[config.mk]
export PLATFORM = sky130hd
export DESIGN_NAME = ks_string_ctrl_flat
export DESIGN_NICKNAME = d
export VERILOG_FILES = /design/src/rtl/ks_string_if.sv /design/src/rtl/ks_string_ctrl.sv /design/src/flat_wrapper.sv
export SDC_FILE = /design/constraint.sdc
export NUM_CORES = 1
export LEC_CHECK = 0
export BUFFER_PORTS_ARGS = -buffer_cell sky130_fd_sc_hd__buf_4
export CAP_MARGIN = 20
export CELL_PAD_IN_SITES_DETAIL_PLACEMENT = 2
export CELL_PAD_IN_SITES_GLOBAL_PLACEMENT = 2
export CORE_UTILIZATION = 39
export DETAILED_ROUTE_END_ITERATION = 10
export PLACE_DENSITY_LB_ADDON = 0.12
export REMOVE_ABC_BUFFERS = 1
export SLEW_MARGIN = 20
export SYNTH_ARGS = -nofsm -noshare
export SYNTH_HDL_FRONTEND = slang
export SYNTH_SLANG_ARGS = --single-unit
[constraint.sdc]
create_clock -name clk -period 6.3 [get_ports clk]
set_clock_uncertainty 0.15 [all_clocks]
set_input_delay 0.315 -clock clk [delete_from_list [all_inputs] [get_ports clk]]
set_output_delay 0.315 -clock clk [all_outputs]
set_load 0.02 [all_outputs]
[src/rtl/ks_string_if.sv]
// Handshake/data bundle between the note logic, the string controller and its delay line.
interface ks_string_if #(parameter int B = 8);
   logic         sample_en;
   logic         pluck;
   logic [15:0]  seed;
   logic [15:0]  dur;
   logic [B-1:0] dl_out;
   logic [B-1:0] dl_in;
   logic [B-1:0] audio;
   logic         busy;
   logic         done;

   modport master (output sample_en, pluck, seed, dur, dl_out,
                   input  dl_in, audio, busy, done);
   modport slave  (input  sample_en, pluck, seed, dur, dl_out,
                   output dl_in, audio, busy, done);
endinterface

[src/rtl/ks_string_ctrl.sv]
// Karplus-Strong string sequencer: noise burst of L samples into the delay line,
// then a two-tap averaging feedback ring for dur samples, then zero flush.
module ks_string_ctrl #(
   parameter int L = 4,
   parameter int B = 8
) (
   input  logic        clk,
   input  logic        rst_n,
   ks_string_if.slave  s
);
   localparam int          CW         = $clog2(L + 1);
   localparam logic [15:0] LFSR_INIT  = 16'hACE1;
   localparam logic [CW-1:0] BURST_LAST = CW'(L - 1);

   typedef enum logic [1:0] {IDLE, BURST, RING} state_t;

   state_t        state, state_nx;
   logic [15:0]   lfsr, dur_q, ring_cnt;
   logic [CW-1:0] burst_cnt;
   logic [B-1:0]  prev, dl_in_q, audio_q;
   logic          done_q;
   logic          accept, to_idle;
   logic [B:0]    sum;
   logic [15:0]   lfsr_nx;

   assign sum     = {1'b0, s.dl_out} + {1'b0, prev};
   assign lfsr_nx = {lfsr[14:0], lfsr[15] ^ lfsr[13] ^ lfsr[12] ^ lfsr[10]};

   always_comb begin
      state_nx = state;
      accept   = 1'b0;
      case (state)
         IDLE:  if (s.pluck) begin
                   accept   = 1'b1;
                   state_nx = BURST;
                end
         BURST: if (s.sample_en && burst_cnt == BURST_LAST)
                   state_nx = (dur_q == 16'd0) ? IDLE : RING;
         RING:  if (s.sample_en && ring_cnt == dur_q - 16'd1)
                   state_nx = IDLE;
         default: state_nx = IDLE;
      endcase
      to_idle = (state != IDLE) && (state_nx == IDLE);
   end

   always_ff @(posedge clk or negedge rst_n) begin
      if (!rst_n) begin
         state     <= IDLE;
         lfsr      <= LFSR_INIT;
         dur_q     <= '0;
         ring_cnt  <= '0;
         burst_cnt <= '0;
         prev      <= '0;
         dl_in_q   <= '0;
         audio_q   <= '0;
         done_q    <= 1'b0;
      end else begin
         state  <= state_nx;
         done_q <= to_idle;
         case (state)
            IDLE: begin
               dl_in_q <= '0;
               if (accept) begin
                  dur_q     <= s.dur;
                  lfsr      <= (s.seed == 16'd0) ? LFSR_INIT : s.seed;
                  burst_cnt <= '0;
                  ring_cnt  <= '0;
                  prev      <= '0;
               end else if (s.sample_en) begin
                  audio_q <= '0;
               end
            end
            BURST: if (s.sample_en) begin
               // The edge that returns to IDLE starts the zero flush instead.
               dl_in_q   <= to_idle ? '0 : lfsr[B-1:0];
               lfsr      <= lfsr_nx;
               audio_q   <= s.dl_out;
               burst_cnt <= burst_cnt + CW'(1);
            end
            RING: if (s.sample_en) begin
               dl_in_q  <= to_idle ? '0 : sum[B:1];
               prev     <= s.dl_out;
               audio_q  <= s.dl_out;
               ring_cnt <= ring_cnt + 16'd1;
            end
            default: ;
         endcase
      end
   end

   assign s.dl_in = dl_in_q;
   assign s.audio = audio_q;
   assign s.busy  = (state != IDLE);
   assign s.done  = done_q;
endmodule
[src/flat_wrapper.sv]
// flat-port wrapper written by rule: the top's interface ports become plain ports
module ks_string_ctrl_flat 
#(
   parameter int L = 4,
   parameter int B = 8
)
  (clk, rst_n, s_sample_en, s_pluck, s_seed, s_dur, s_dl_out, s_dl_in, s_audio, s_busy, s_done);
  ks_string_if #(.B(B)) s_i ();
  input  logic clk;
  input  logic rst_n;
  input wire logic [$bits(s_i.sample_en)-1:0] s_sample_en;
  input wire logic [$bits(s_i.pluck)-1:0] s_pluck;
  input wire logic [$bits(s_i.seed)-1:0] s_seed;
  input wire logic [$bits(s_i.dur)-1:0] s_dur;
  input wire logic [$bits(s_i.dl_out)-1:0] s_dl_out;
  output wire logic [$bits(s_i.dl_in)-1:0] s_dl_in;
  output wire logic [$bits(s_i.audio)-1:0] s_audio;
  output wire logic [$bits(s_i.busy)-1:0] s_busy;
  output wire logic [$bits(s_i.done)-1:0] s_done;
  assign s_i.sample_en = s_sample_en;
  assign s_i.pluck = s_pluck;
  assign s_i.seed = s_seed;
  assign s_i.dur = s_dur;
  assign s_i.dl_out = s_dl_out;
  assign s_dl_in = s_i.dl_in;
  assign s_audio = s_i.audio;
  assign s_busy = s_i.busy;
  assign s_done = s_i.done;
  ks_string_ctrl #(.L(L), .B(B)) u_core (.clk(clk), .rst_n(rst_n), .s(s_i));
endmodule
Yosys cells after proc, flatten, opt, wreduce, memory -nomap -nowiden
Index checks and enable logic that the tools add are counted.
{"block": "totals", "reg_bits": 78, "word_cells": 72}
{"block": "classes", "n_addsub": 4, "muxes": 28, "n_eq_ne": 10, "reduce_logical": 18, "bitwise_logic": 3}
{"op": "16-bit 2-to-1 mux", "n": 5}
{"op": "8-bit 2-to-1 mux", "n": 8}
{"op": "16-bit case mux with 2 select lines", "n": 2}
{"op": "16-bit logical NOT", "n": 2}
{"op": "8-bit case mux with 2 select lines", "n": 2}
{"op": "8-bit case mux with 3 select lines", "n": 1}
{"op": "16-bit by 1-bit adder with 16-bit output (second input constant)", "n": 1}
{"op": "16-bit == test", "n": 1}
{"op": "16-bit by 1-bit subtractor with 16-bit output (second input constant)", "n": 1}
{"op": "8-bit by 8-bit adder with 9-bit output", "n": 1}
{"op": "3-bit AND reduction", "n": 3}
{"op": "2-bit 2-to-1 mux", "n": 4}
{"op": "2-bit inequality test (second input constant)", "n": 4}
{"op": "2-bit nonzero test", "n": 4}
{"op": "3-bit 2-to-1 mux", "n": 2}
{"op": "2-bit case mux with 3 select lines", "n": 1}
{"op": "3-bit case mux with 2 select lines", "n": 1}
{"op": "2-bit logical NOT", "n": 2}
{"op": "2-bit by 1-bit inequality test with 1-bit output (second input constant)", "n": 2}
{"op": "4-bit AND reduction", "n": 1}
{"op": "3-bit by 1-bit adder with 3-bit output (second input constant)", "n": 1}
{"op": "3-bit by 2-bit == test with 1-bit output (second input constant)", "n": 1}
{"op": "1-bit logical AND", "n": 3}
{"op": "3-bit nonzero test", "n": 1}
{"op": "6 further kinds", "n": 9}

Logic depth before layout (Yosys ltp)
Gate-level depths: netlist of run 1.
{"block": "depth", "depth_word": 10, "mapped_depth": 10}

Worst setup path before layout of run 1
OpenSTA, ideal clock, no wires.
{"block": "synth_path", "path_kind": "flip-flop to flip-flop", "start": "register u_core.dur_q[0]", "end": "register u_core.dl_in_q[1], in the netlist u_core.s.dl_in[1]", "synth_period_minus_slack_ns": 2.607, "setup_slack_ns": 3.693, "stages_incl_launch_ff": 10, "setup_time_ns": 0.134, "n_path_buf": 1, "arrival_time_ns": 2.323, "path_cell_list": "dfrtp_1 -> inv_1 -> ha_1 -> xor2_1 -> o2111a_1 -> nand4_1 -> or4_1 -> a2111oi_2 -> buf_6 -> o211ai_2"}
{"block": "synth_between", "elab_chain_cells": 10, "elab_cells_between_ends": 15, "cone_classes": "1 x add/sub; 1 x eq/ne; 9 x mux; 4 x reduce/logical"}
{"item": "start, declared", "line_no": "ks_string_ctrl.sv:18", "rtl": "logic [15:0] lfsr, dur_q, ring_cnt;"}
{"item": "start signal, assigned", "line_no": "ks_string_ctrl.sv:64", "rtl": "dur_q <= s.dur;"}
{"item": "16-bit by 1-bit subtractor with 16-bit output", "line_no": "ks_string_ctrl.sv:39", "rtl": "RING: if (s.sample_en && ring_cnt == dur_q - 16'd1)"}
{"item": "16-bit == test", "line_no": "ks_string_ctrl.sv:39"}
{"item": "1-bit logical AND", "line_no": "ks_string_ctrl.sv:39"}
{"item": "2-bit 2-to-1 mux", "line_no": "ks_string_ctrl.sv:39"}
{"item": "2-bit case mux with 3 select lines *", "line_no": "ks_string_ctrl.sv:32", "rtl": "case (state)"}
{"item": "2-bit logical NOT *", "line_no": "ks_string_ctrl.sv:43", "rtl": "to_idle = (state != IDLE) && (state_nx == IDLE);"}
{"item": "1-bit logical AND *", "line_no": "ks_string_ctrl.sv:43"}
{"item": "8-bit 2-to-1 mux (on tied branches)", "line_no": "ks_string_ctrl.sv:81, ks_string_ctrl.sv:75"}
{"item": "8-bit 2-to-1 mux (on tied branches)", "line_no": "ks_string_ctrl.sv:80, ks_string_ctrl.sv:73"}
{"item": "8-bit case mux with 3 select lines *", "line_no": "ks_string_ctrl.sv:60", "rtl": "case (state)"}
{"item": "end signal, assigned", "line_no": "ks_string_ctrl.sv:75", "rtl": "dl_in_q <= to_idle ? '0 : lfsr[B-1:0];"}
{"item": "end signal, assigned", "line_no": "ks_string_ctrl.sv:81", "rtl": "dl_in_q <= to_idle ? '0 : sum[B:1];"}
{"item": "end, declared", "line_no": "ks_string_ctrl.sv:20", "rtl": "logic [B-1:0] prev, dl_in_q, audio_q;"}
Mark *: on every way between the ends. The rest lies on a longest branch, timed or not. The select of a mux whose other input is x is not followed.
A chain may end at the register's enable or synchronous reset.

Worst setup path after layout of run 1
{"block": "layout_path", "start": "register u_core.state[0]", "end": "register u_core.ring_cnt[13]"}
{"block": "layout_between", "elab_chain_cells": 4, "elab_cells_between_ends": 8, "cone_classes": "3 x eq/ne; 2 x mux; 3 x reduce/logical"}
{"item": "start, declared", "line_no": "ks_string_ctrl.sv:17", "rtl": "state_t state, state_nx;"}
{"item": "start signal, assigned", "line_no": "ks_string_ctrl.sv:58", "rtl": "state <= state_nx;"}
{"item": "2-bit logical NOT", "line_no": "ks_string_ctrl.sv:32, ks_string_ctrl.sv:60"}
{"item": "1-bit 2-to-1 mux", "line_no": "ks_string_ctrl.sv:32"}
{"item": "2-bit by 1-bit inequality test with 1-bit output (no line)"}
{"item": "3-bit AND reduction (no line)"}
{"item": "end signal, assigned", "line_no": "ks_string_ctrl.sv:84", "rtl": "ring_cnt <= ring_cnt + 16'd1;"}
{"item": "end, declared", "line_no": "ks_string_ctrl.sv:18"}
Parallel ways exist; a longest one is shown, timed or not.

==> results.md, run 1 <==
- Status: finished with violations
- Violated checks: design-rule violations
- CTS H-tree lvls: 3
- CP max stage delay: slightly above 0.7 ns
- Fin crit share: 0.513
- Fraction of registers with async set/reset: 1.00
- Fin. Hold Viols: 0
- Power Total: about 2.4 mW
- CTS buffer count: 9
- Multi-input gate area: 2590 um^2
- Antenna cells: 0
- Count of state elements after synthesis: around 80
- Reg area: roughly 2000 um^2
- Startpoint types: flip-flop
- Unrepaired setup endpoints after global routing: no
- EDFF count, synth: 0
- Core area: around 12,000 um^2
- Post-Route Utilization: 0.481
- Sum Neg Setup Slack: 0 ns
- Cell Rows: 39
- Vias per std cell: 6.03
- Worst Path Buf+Inv: 1
- CTS Sinks: approximately 80
- Largest net degree at the start of global routing: 79
- Die W: between 100 and 150 um
- Final wirelength: roughly 15,000 um
- Max clock buf depth: 2
- Drt drc: 3
- Routability cong.: approximately 0.86
- Worst path required time: between 6 and 7 ns
- FMAX: 310 MHz
- Post-synth top area cell: dfrtp_1
- Via count: between 4,000 and 5,000
- Root Buffer: clkbuf_16
- Post-DP HPWL: 10,800 um
- Critical-path top delay cell: ha_1
- Fin. max-slew vios: 0
- CTS resizes: 0
- IO buf count: 61
- First-pass GRT wire length: 25,000 um
- Clock latency at the later pin of the worst-skew pair: between 0.3 and 0.4 ns
- VDD IR max: ~0.00015 V
- Hold Crit Class: input pin to flip-flop
- Met2 Wirelength: 7330 um
- Filler cells: roughly 1,300
- Syn-to-layout area delta: 18.4%
- Synth warn: 0
- Post-synth cell types: 64
- WL met3: about 580 um
- Ranking of synthesized cells by area: dfrtp_1 (37%), nand2_1 (5.9%), o21ai_0 (5.2%)
- I/O Pins: 62
- # setup viols final: 0
- GRT Residual Overflow: 0
- Tot GR Track Use: 0.257
- Share of layout cells above drive strength 1: 0.208
- Die height: ~110 um
- CTS tree: done
- Worst-margin pin slew: approximately 1 ns
- DRT iter0 DRCs: 193
- Post-synth top area share: 0.371
- Final worst slack: between 3 and 4 ns
- Met1 WL: around 7000 um
- Worst EP arrival: roughly 3.3 ns
- CP max FO: 21
- Synth top cells by count: nand2_1 (74), dfrtp_1 (70), o21ai_0 (49)
- Die Area: ~13,000 um^2
- Crit path max-delay family: simple AND/OR/NAND/NOR gates
- Main flop type after synthesis: dfrtp_1
- Post-CTS Setup Bufs: 0
- Vias in the first global route: around 4,800
- Netlist Area Pre-Place: 4720 um^2
- Initial Util: 0.406
- CTS clock-pin slew for the worst setup and hold paths: ~0.060 ns
- Mean Syn Cell Area: just over 9 um^2
- Leakage: about 2.4 nW
- Top-count cell post-synth: nand2_1
- Pre-antenna DRT Iters: 7
- Routed len/inst: between 20 and 25 um
- Antenna viol nets, final: 0
- Place WS: around 3 ns
- Initial antenna violation count: 0
- Crit path time final: around 3.2 ns
- Critical path, cell by cell: inv_1 -> ha_1 -> mux2_2 -> nand4_1 -> nor3_1 -> nand3_1 -> xor2_1 -> nor2_1
- Pwr/cell area: 434 nW/um^2
- Crit path capture type: flip-flop
- Fraction of the yosys area taken by sequential cells: 0.416
- Slew headroom: 0.333
- Top Metal Used: met4
- Cells after synthesis: around 520
- Max_cap viols: 0
- Setup CP Type: flip-flop to flip-flop
- # nets final: about 630
[stage by stage]
stage | instances | hold WS, ns | area, um^2
3_5_place_dp | 698 | 0.323 | 5270
4_1_cts | 714 | 0.0364 | 5550
3_3_place_gp | 698 | 0.310 | 5270
5_1_grt | 716 | 0.0466 | 5580
6_report | 716 | 0.0411 | 5580
2_1_floorplan | 492 | -0.131 | 4620
[final cells by class]
cell class,instances,share of cell area
Multi-Input combinational cell,394,0.464
Sequential cell,78,0.351
Tap cell,143,0.0320
Clock inverter,4,0.00852
Clock buffer,12,0.0424
Inverter,20,0.0134
Timing Repair Buffer,65,0.0885
[per-layer routing]
| metal | GRT usage | up-vias |
|---|---|---|
| li1 | - | 1994 |
| met1 | 0.339 | 2220 |
| met2 | 0.429 | 81 |
| met3 | 0.0386 | 20 |
| met4 | 0.0924 | 0 |
| met5 | 0 | - |
[power by group]
group	leakage (nW)	internal (mW)	switching (mW)
combinational	1.30	0.402	0.643
sequential	0.996	0.680	0.184
clock	0.137	0.306	0.209
total	2.43	1.39	1.04
[registers in the layout, summed over array words and instances, names as in the netlist]
signal            cells
u_core.burst_cnt      3
u_core.dur_q         16
u_core.ring_cnt      16
u_core.state          2
u_core.s.done         1
u_core.s.dl_in        8
u_core.s.audio        8
u_core.prev           8
u_core.lfsr          16
[repair_timing]
action,CTS,global route
hold buffers,0,1
endpoints found under the setup margin,0,0
endpoints found under the hold margin,0,70
[layout by cell type, fill, tap and decap left out, types with 7 or more instances in the layout]
cell / netlist / routed
nand3_1: 24 / 24
mux2_2: 17 / 17
o22ai_1: 8 / 8
o211ai_1: 7 / 7
nor2_1: 19 / 19
o21ai_0: 49 / 49
xnor2_1: 13 / 13
dfstp_2: 8 / 8
a21oi_1: 16 / 16
or3_1: 11 / 11
clkbuf_16: 0 / 9
ha_1: 15 / 15
a22oi_1: 22 / 22
nand4_1: 9 / 9
buf_4: 0 / 63
dfrtp_1: 70 / 70
inv_1: 20 / 20
nand2_1: 74 / 73
xor2_1: 17 / 17
nor3_1: 10 / 10
o211ai_2: 8 / 8
[worst paths after layout]
kind / from / endpoint / slack (ns) / depth (start not counted)
setup / recovery: u_core.state[0] / u_core.ring_cnt[13] / 3.07 / 8
hold / removal: s_dur[3] / u_core.dur_q[3] / 0.04 / 2
setup reg to reg: u_core.state[0] / u_core.ring_cnt[13] / 3.07 / 8
hold reg to reg: u_core.prev[6] / u_core.prev[6] / 0.33 / 2
max in group asynchronous: rst_n / u_core.lfsr[1] / 5.03 / 2
min in group asynchronous: rst_n / u_core.s.audio[3] / 0.39 / 2
[logic make-up (layout without fill, tap and decap cells)]
family | after synthesis | count (layout) | synth area share
xor+xnor | 30 | 30 | 0.0557
mux | 20 | 20 | 0.0469
flops | 78 | 78 | 0.416
compound gates | 149 | 149 | 0.218
buf+inv | 44 | 101 | 0.0369
fa+ha+maj | 16 | 16 | 0.0440
simple gates | 179 | 179 | 0.182
(Power assumes the default switching activity.)
==> inputs of run 2 (changes only) <==
ABC_AREA = 1   (was unset)
CORE_UTILIZATION = 30   (was 39)
clock period = 2.84 ns   (was 6.3 ns; I/O delays follow)
==> run 2 against run 1 <==
The run still ends with design-rule violations left. Non-clock buffer count increased by 44. Sequential cell count did not move. Total power increased by 130%. Area after synthesis decreased by 2.8%. Clock-buffer cell count unchanged. Cell count up 29%. Worst hold slack got worse by 0.028 ns. Design area increased by 7.9%. Critical path depth rose by 9.
==> results.md, run 2 <==
- Die W: 126 um (+12%)
- Placed cells: 870 (+25%)
- Mean Syn Cell Area: 7.26 um^2 (-21%)
- Worst EP arrival: 2.74 ns (-0.58 ns)
- Hold Crit Class: input pin to flip-flop
- Max_cap viols: 0 (unchanged)
- Slew headroom: 0.601 (+0.268)
- End of the worst hold path: u_core.lfsr[10]
- VDD IR max: 0.000512 V (+230%)
- Status: finished with violations
- Layout Cells excl Fill: 925 (+29%)
- Tot GR Track Use: 0.211 (-0.0461)
- Antenna cells: 0 (unchanged)
- Most frequent cells in the layout: nand2_1 (187), inv_1 (76), buf_4 (71)
- Fraction of the yosys area taken by sequential cells: 0.428 (+0.0121)
- Reg-to-Reg End: u_core.s.dl_in[5]
- Core area: 14,700 um^2 (+27%)
- Largest net degree at the start of global routing: 79 (unchanged)
- CTS H-tree lvls: 3 (unchanged)
- Vias per std cell: 5.02 (-17%)
- Root Buffer: clkbuf_16
- Pwr/cell area: 942 nW/um^2 (+120%)
- Vias in the first global route: 5,274 (+10%)
- CP max FO: 5 (-76%)
- Flop pwr share: 0.323 (-0.034)
- Max clock buf depth: 2 (unchanged)
- CTS clock-pin slew for the worst setup and hold paths: 0.06 ns (about the same)
- Cell count of the worst hold path: 5 (+3)
- Clock latency at the later pin of the worst-skew pair: 0.35 ns (about the same)
- Multi-input gate area: 2300 um^2 (-11%)
- Post-synth top area share: 0.382 (+0.0108)
- Post-DP HPWL: 11,400 um (+5.8%)
- Startpoint types: flip-flop
- # setup viols final: 0 (unchanged)
- Synth warn: 0 (unchanged)
- DRT iter0 DRCs: 89 (-54%)
- Switching part of the total: 0.435 (+0.00758)
- CP Launch Point: u_core.dur_q[0]
- GRT Residual Overflow: 0 (unchanged)
- Critical path, cell by cell: inv_1 -> ha_2 -> nand2_2 -> nor2_4 -> nand3_1 -> nand2_1 -> nand2_1 -> nor2_1 -> nand2_1 -> nor2_1 -> nand2_1 -> nand2_1 -> nand2_1 -> nand2_2 -> nand3_4 -> nand3_1 -> nand2_1
- Critical-path top delay cell: dfrtp_1
- CP max stage delay: 0.40 ns (-0.32 ns)
- Routed len/inst: 17.3 um (-18%)
- Crit path time final: 2.65 ns (-0.578 ns)
- Syn-to-layout area delta: 31.4%
- FMAX: 377 MHz (+22%)
- Commonest non-fill, non-tap cell in the layout: nand2_1
- Fin. max-slew vios: 0 (unchanged)
- CP most frequent cell: nand2_1
- Via count: 4,647 (+7.7%)
- Worst path required time: 2.93 ns (-3.46 ns)
- Post-synth top area cell: dfrtp_1
- Filler cells: 1,710 (+33%)
- Synth top cells by count: nand2_1 (190), inv_1 (76), dfrtp_1 (70)
- Routability cong.: 0.770 (-10%)
- Worst-margin pin slew: 0.597 ns (-0.402 ns)
- Clock power share: 0.221 (+0.008)
- Count of state elements after synthesis: 78 (unchanged)
- Violated checks: design-rule violations
- Fraction of registers with async set/reset: 1.00 (unchanged)
- Fin crit share: 0.934 (+0.421)
- Cells on worst reg2reg path: 17 (+9)
- Antenna viol nets, final: 0 (unchanged)
- Cell Rows: 44 (+13%)
- Comb pwr share: 0.456 (+0.025)
- Largest registers: u_core.dur_q x16, u_core.lfsr x16, u_core.ring_cnt x16
- EDFF count, synth: 0 (unchanged)
- Pre-antenna DRT Iters: 7 (unchanged)
- Int Pwr: 3.20 mW (+130%)
- Cells after synthesis: 631 (+22%)
- Sum Neg Setup Slack: 0 ns (unchanged)
- CTS Sinks: 78 (unchanged)
- IO buf count: 61 (unchanged)
- Setup CP Type: flip-flop to flip-flop
- Crit path capture type: flip-flop
- Main flop type after synthesis: dfrtp_1
- Flop2flop setup slack: 0.19 ns (-2.88 ns)
- Die height: 126 um (+12%)
- Post-synth cell types: 39 (-39%)
- Ranking of synthesized cells by area: dfrtp_1 (38%), nand2_1 (16%), inv_1 (6.2%)
- Final wirelength: 16,000 um (+5.5%)
- Leakage: 2.96 nW (+22%)
- Worst r2r src: u_core.dur_q[0]
- CTS tree: done
- Top-count cell post-synth: nand2_1
- Hold Crit Start: s_seed[10]
- Netlist Area Pre-Place: 4580 um^2 (-2.8%)
- Die Area: 15,800 um^2 (+26%)
- Fin. Hold Viols: 0 (unchanged)
- CTS buffer count: 9 (unchanged)
- I/O Pins: 62 (unchanged)
- Initial antenna violation count: 0 (unchanged)
- Share of layout cells above drive strength 1: 0.159 (-0.0484)
- First-pass GRT wire length: 26,200 um (+4.5%)
- Drt drc: 3 (unchanged)
- # nets final: 796 (+27%)
- Reg area: 1960 um^2 (unchanged)
- Initial Util: 0.312 (-0.0944)
- Sw power: 2.47 mW (+140%)
[run 2: how the worst max path moves through the flow]
stage | cells past startpoint | slack [ns] | end
finish | 17 | 0.19 | u_core.s.dl_in[5]
global placement | 17 | 0.20 | u_core.s.dl_in[1]
global route | 19 | -0.02 | u_core.s.dl_in[5]
floorplan | 14 | 0.05 | u_core.ring_cnt[15]
CTS | 17 | 0.04 | u_core.s.dl_in[1]
detailed placement | 17 | 0.07 | u_core.s.dl_in[5]
[run 2: repair_timing]
item | 4_1_cts | 5_1_grt
hold buffers | 37 | 0
buffers inserted | 0 | 1
resized for setup | 0 | 11
endpoints found under the setup margin | 0 | 12
endpoints found under the hold margin | 114 | 0
[run 2: worst max-delay path, delay by kind of cell (launching register included)]
family                     cells  cell delay [ns]
DFF                            1             0.40
buffers and inverters          1             0.14
adders and majority gates      1             0.25
and+or+nand+nor               15             1.60
[run 2: layout make-up]
type,instances,share of cell area
Multi-Input combinational cell,459,0.382
Clock buffer,12,0.0393
Clock inverter,4,0.0121
Inverter,79,0.0492
Tap cell,184,0.0382
Sequential cell,78,0.326
Timing Repair Buffer,109,0.153
[run 2: logic make-up (layout without fill, tap and decap cells)]
kind of cell               after synthesis  in the layout  share of synthesized area
buffers and inverters                   95            204                     0.0789
AOI/OAI and AO/OA                       99             99                      0.120
and+or+nand+nor                        332            333                      0.306
DFF                                     78             78                      0.428
xor gates and xnor gates                11             11                     0.0210
adders and majority gates               16             16                     0.0453
[run 2: metrics by stage]
step | util | cell area, um^2 | hold WS (ns) | power (mW) | setup WS (ns)
after floorplan | - | 4520 | -0.304 | 3.34 | 0.0531
after detailed placement | 0.360 | 5290 | 0.0660 | 4.34 | 0.0691
final | 0.410 | 6020 | 0.0128 | 5.67 | 0.187
after global placement | 0.360 | 5290 | 0.0599 | 4.22 | 0.199
after CTS | 0.406 | 5970 | 0.00688 | 5.68 | 0.0384
after global routing | 0.410 | 6020 | 0.0420 | 6.14 | -0.0199
[run 2: metal layers]
metal	up-vias	GRT usage	part of all wire
met1	2337	0.234	0.42
met5	-	0	0
met2	58	0.409	0.54
met3	16	0.0270	0.021
li1	2236	-	-
met4	0	0.0732	0.018
[run 2: power groups by stage]
stage	registers (mW)	logic, mW	clock network [mW]
floorplan	1.86	1.48	0
global placement	1.83	2.38	0
detailed placement	1.85	2.49	0
CTS	1.84	2.56	1.29
global route	1.88	2.93	1.32
finish	1.83	2.59	1.25
==> inputs of run 3 (changes only) <==
clock period = 2.2 ns   (was 2.84 ns; I/O delays follow)
==> run 3 against run 2 <==
The run ends with design-rule violations, negative setup slack left. Combinational power rose by 83%. Via count grew 10%. Wire length up 24%. Worst hold slack improved by 0.066 ns. Clock power grew 55%. First-iteration DRC count increased by 51%. Core utilization increased by 7.8 points. Fmax is 5.0% higher. Register-to-register slack worse by 0.51 ns. Critical path type unchanged. Largest power group unchanged. Highest routed layer unchanged.
==> results.md, run 3 (synthesis gave the netlist of run 2 again) <==
- Tot GR Track Use: 0.248 (+0.0374)
- Comb pwr share: 0.523 (+0.067)
- Pwr/cell area: 1270 nW/um^2 (+34%)
- Routed len/inst: 19.5 um (+13%)
- Worst-margin pin slew: 0.460 ns (-0.137 ns)
- Clock power share: 0.214 (-0.007)
- Startpoint types: flip-flop
- Crit path capture type: flip-flop
- CTS clock-pin slew for the worst setup and hold paths: 0.07 ns (about the same)
- Clock latency at the later pin of the worst-skew pair: 0.36 ns (about the same)
- CP most frequent cell: nand2_1
- FMAX: 396 MHz (+5.0%)
- Crit path max-delay family: simple AND/OR/NAND/NOR gates
- IO buf count: 61 (unchanged)
- Initial antenna violation count: 0 (unchanged)
- Int Pwr: 5.16 mW (+61%)
- Worst hold slack: 0.0788 ns (+0.0661 ns)
- Crit path time final: 2.53 ns (-0.127 ns)
- CTS H-tree lvls: 3 (unchanged)
- GRT Residual Overflow: 0 (unchanged)
- CTS buffer count: 9 (unchanged)
- Violated checks: design-rule violations, negative setup slack
- Largest net degree at the start of global routing: 34 (-57%)
- Die Area: 15,800 um^2 (unchanged)
- Die W: 126 um (unchanged)
- CP max stage delay: 0.38 ns (-0.02 ns)
- CP max FO: 5 (unchanged)
- Fin crit share: 1.15 (+0.214)
- First-pass GRT wire length: 30,500 um (+17%)
- Final wirelength: 19,800 um (+24%)
- CTS Sinks: 78 (unchanged)
- Max_cap viols: 0 (unchanged)
- Status: finished with violations
- # nets final: 885 (+11%)
- Most frequent cells in the layout: nand2_1 (163), buf_4 (149), inv_1 (66), dfrtp_1 (66), nor2_1 (51)
- Multi-input gate area: 2660 um^2 (+16%)
- Switching part of the total: 0.431 (-0.00408)
- Fin. Hold Viols: 0 (unchanged)
- Die height: 126 um (unchanged)
- Vias per std cell: 5.06 (+0.72%)
- Worst EP arrival: 2.62 ns (-0.12 ns)
- Vias in the first global route: 5,856 (+11%)
- Place WS: -0.298 ns (-0.367 ns)
- Final worst slack: -0.326 ns (-0.513 ns)
- Sum Neg Setup Slack: -3.55 ns (-3.55 ns)
- Antenna viol nets, final: 0 (unchanged)
- Layout Cells excl Fill: 1,014 (+9.6%)
- Reg area: 1970 um^2 (+0.26%)
- Routability cong.: 0.818 (+6.3%)
- CTS tree: done
- Setup CP Type: flip-flop to flip-flop
- DRT iter0 DRCs: 134 (+51%)
- # setup viols final: 17 (+17)
- Slew headroom: 0.693 (+0.0926)
- Worst path required time: 2.29 ns (-0.64 ns)
- Root Buffer: clkbuf_16
- Via count: 5,131 (+10%)
- Flop pwr share: 0.263 (-0.060)
- Critical path, cell by cell: inv_2 -> ha_4 -> buf_6 -> buf_4 -> nand3_2 -> nand2_1 -> nand2_2 -> nand3_2 -> nor2_2 -> nand2_1 -> nor2_1 -> nand2_1 -> nand2_1 -> nand2_2 -> nand2_4 -> nand3_4 -> nand3_2 -> nand2_2
- VDD IR max: 0.000546 V (+6.6%)
- Fin. max-slew vios: 0 (unchanged)
- Unrepaired setup endpoints after global routing: yes
- Leakage: 3.49 nW (+18%)
- Max clock buf depth: 2 (unchanged)
- Share of layout cells above drive strength 1: 0.349 (+0.190)
- Worst Path Buf+Inv: 3 (+2)
- Antenna cells: 0 (unchanged)
- Syn-to-layout area delta: 56.3%
- Initial Util: 0.312 (unchanged)
- Critical-path top delay cell: dfrtp_1
- Sw power: 3.91 mW (+58%)
- Cell Rows: 44 (unchanged)
- I/O Pins: 62 (unchanged)
- Post-DP HPWL: 12,100 um (+6.3%)
- Commonest non-fill, non-tap cell in the layout: nand2_1
- Placed cells: 930 (+6.9%)
- Drt drc: 3 (unchanged)
- Pre-antenna DRT Iters: 7 (unchanged)
- Largest registers: u_core.dur_q x16, u_core.lfsr x16, u_core.ring_cnt x16
- Hold Crit Class: input pin to asynchronous set/reset pin
- Filler cells: 1,625 (-5.0%)
- Power Total: 9.07 mW (+60%)
- Core area: 14,700 um^2 (unchanged)
run 3: changes by cell type in the layout (fill, tap and decap cells not counted), sizes merged:
cell         before  now
clkinv            1    0
dlygate4sd3      37   41
bufinv            2    4
inv              79   80
buf              72  157
clkbuf           12   11
clkinvlp          1    0
run 3: power by group through the flow:
stage	Sequential [mW]	Clock (mW)	Combinational, mW
global route	2.45	2.01	5.18
global placement	2.30	0	3.61
floorplan	2.41	0	1.91
finish	2.39	1.94	4.74
CTS	2.33	1.96	4.33
detailed placement	2.33	0	3.79
run 3: layer usage:
layer | global-route usage | share of wire | vias up | wire (um)
met5 | 0 | 0 | - | 0
met4 | 0.103 | 0.022 | 0 | 434
met3 | 0.0317 | 0.020 | 25 | 400
met2 | 0.468 | 0.55 | 69 | 10900
met1 | 0.280 | 0.41 | 2608 | 8110
li1 | - | - | 2429 | -
run 3: what timing repair did:
action,CTS,global route
hold buffers,41,0
gates cloned,1,0
setup buffers,16,12
endpoints found under the hold margin,118,0
pin swaps,32,18
resized for setup,69,68
endpoints found under the setup margin,16,34
run 3: metrics by stage:
step | area, um^2 | utilization
6_report | 7160 | 0.487
5_1_grt | 7160 | 0.487
4_1_cts | 6880 | 0.468
3_5_place_dp | 5740 | 0.391
3_3_place_gp | 5740 | 0.391
2_1_floorplan | 4520 | -
run 3: worst paths after layout:
check | to | slack, ns | startpoint | cells after the start
setup reg to reg | u_core.s.dl_in[2] | -0.33 | u_core.dur_q[1] | 18
min in group clk | u_core.dur_q[15] | 0.13 | s_pluck | 5
setup / recovery | u_core.s.dl_in[2] | -0.33 | u_core.dur_q[1] | 18
hold reg to reg | u_core.lfsr[6] | 0.34 | u_core.lfsr[6] | 2
max in group asynchronous | u_core.prev[7] | 1.17 | rst_n | 3
hold / removal | u_core.dur_q[7] | 0.08 | rst_n | 2
run 3: area by class of cell:
| class | instances | area share |
|---|---|---|
| multi-input combinational | 459 | 0.372 |
| sequential | 78 | 0.275 |
| timing repair buffer | 198 | 0.227 |
| inverter | 79 | 0.0424 |
| clock buffer | 11 | 0.0339 |
| tap | 184 | 0.0321 |
| clock inverter | 5 | 0.0180 |
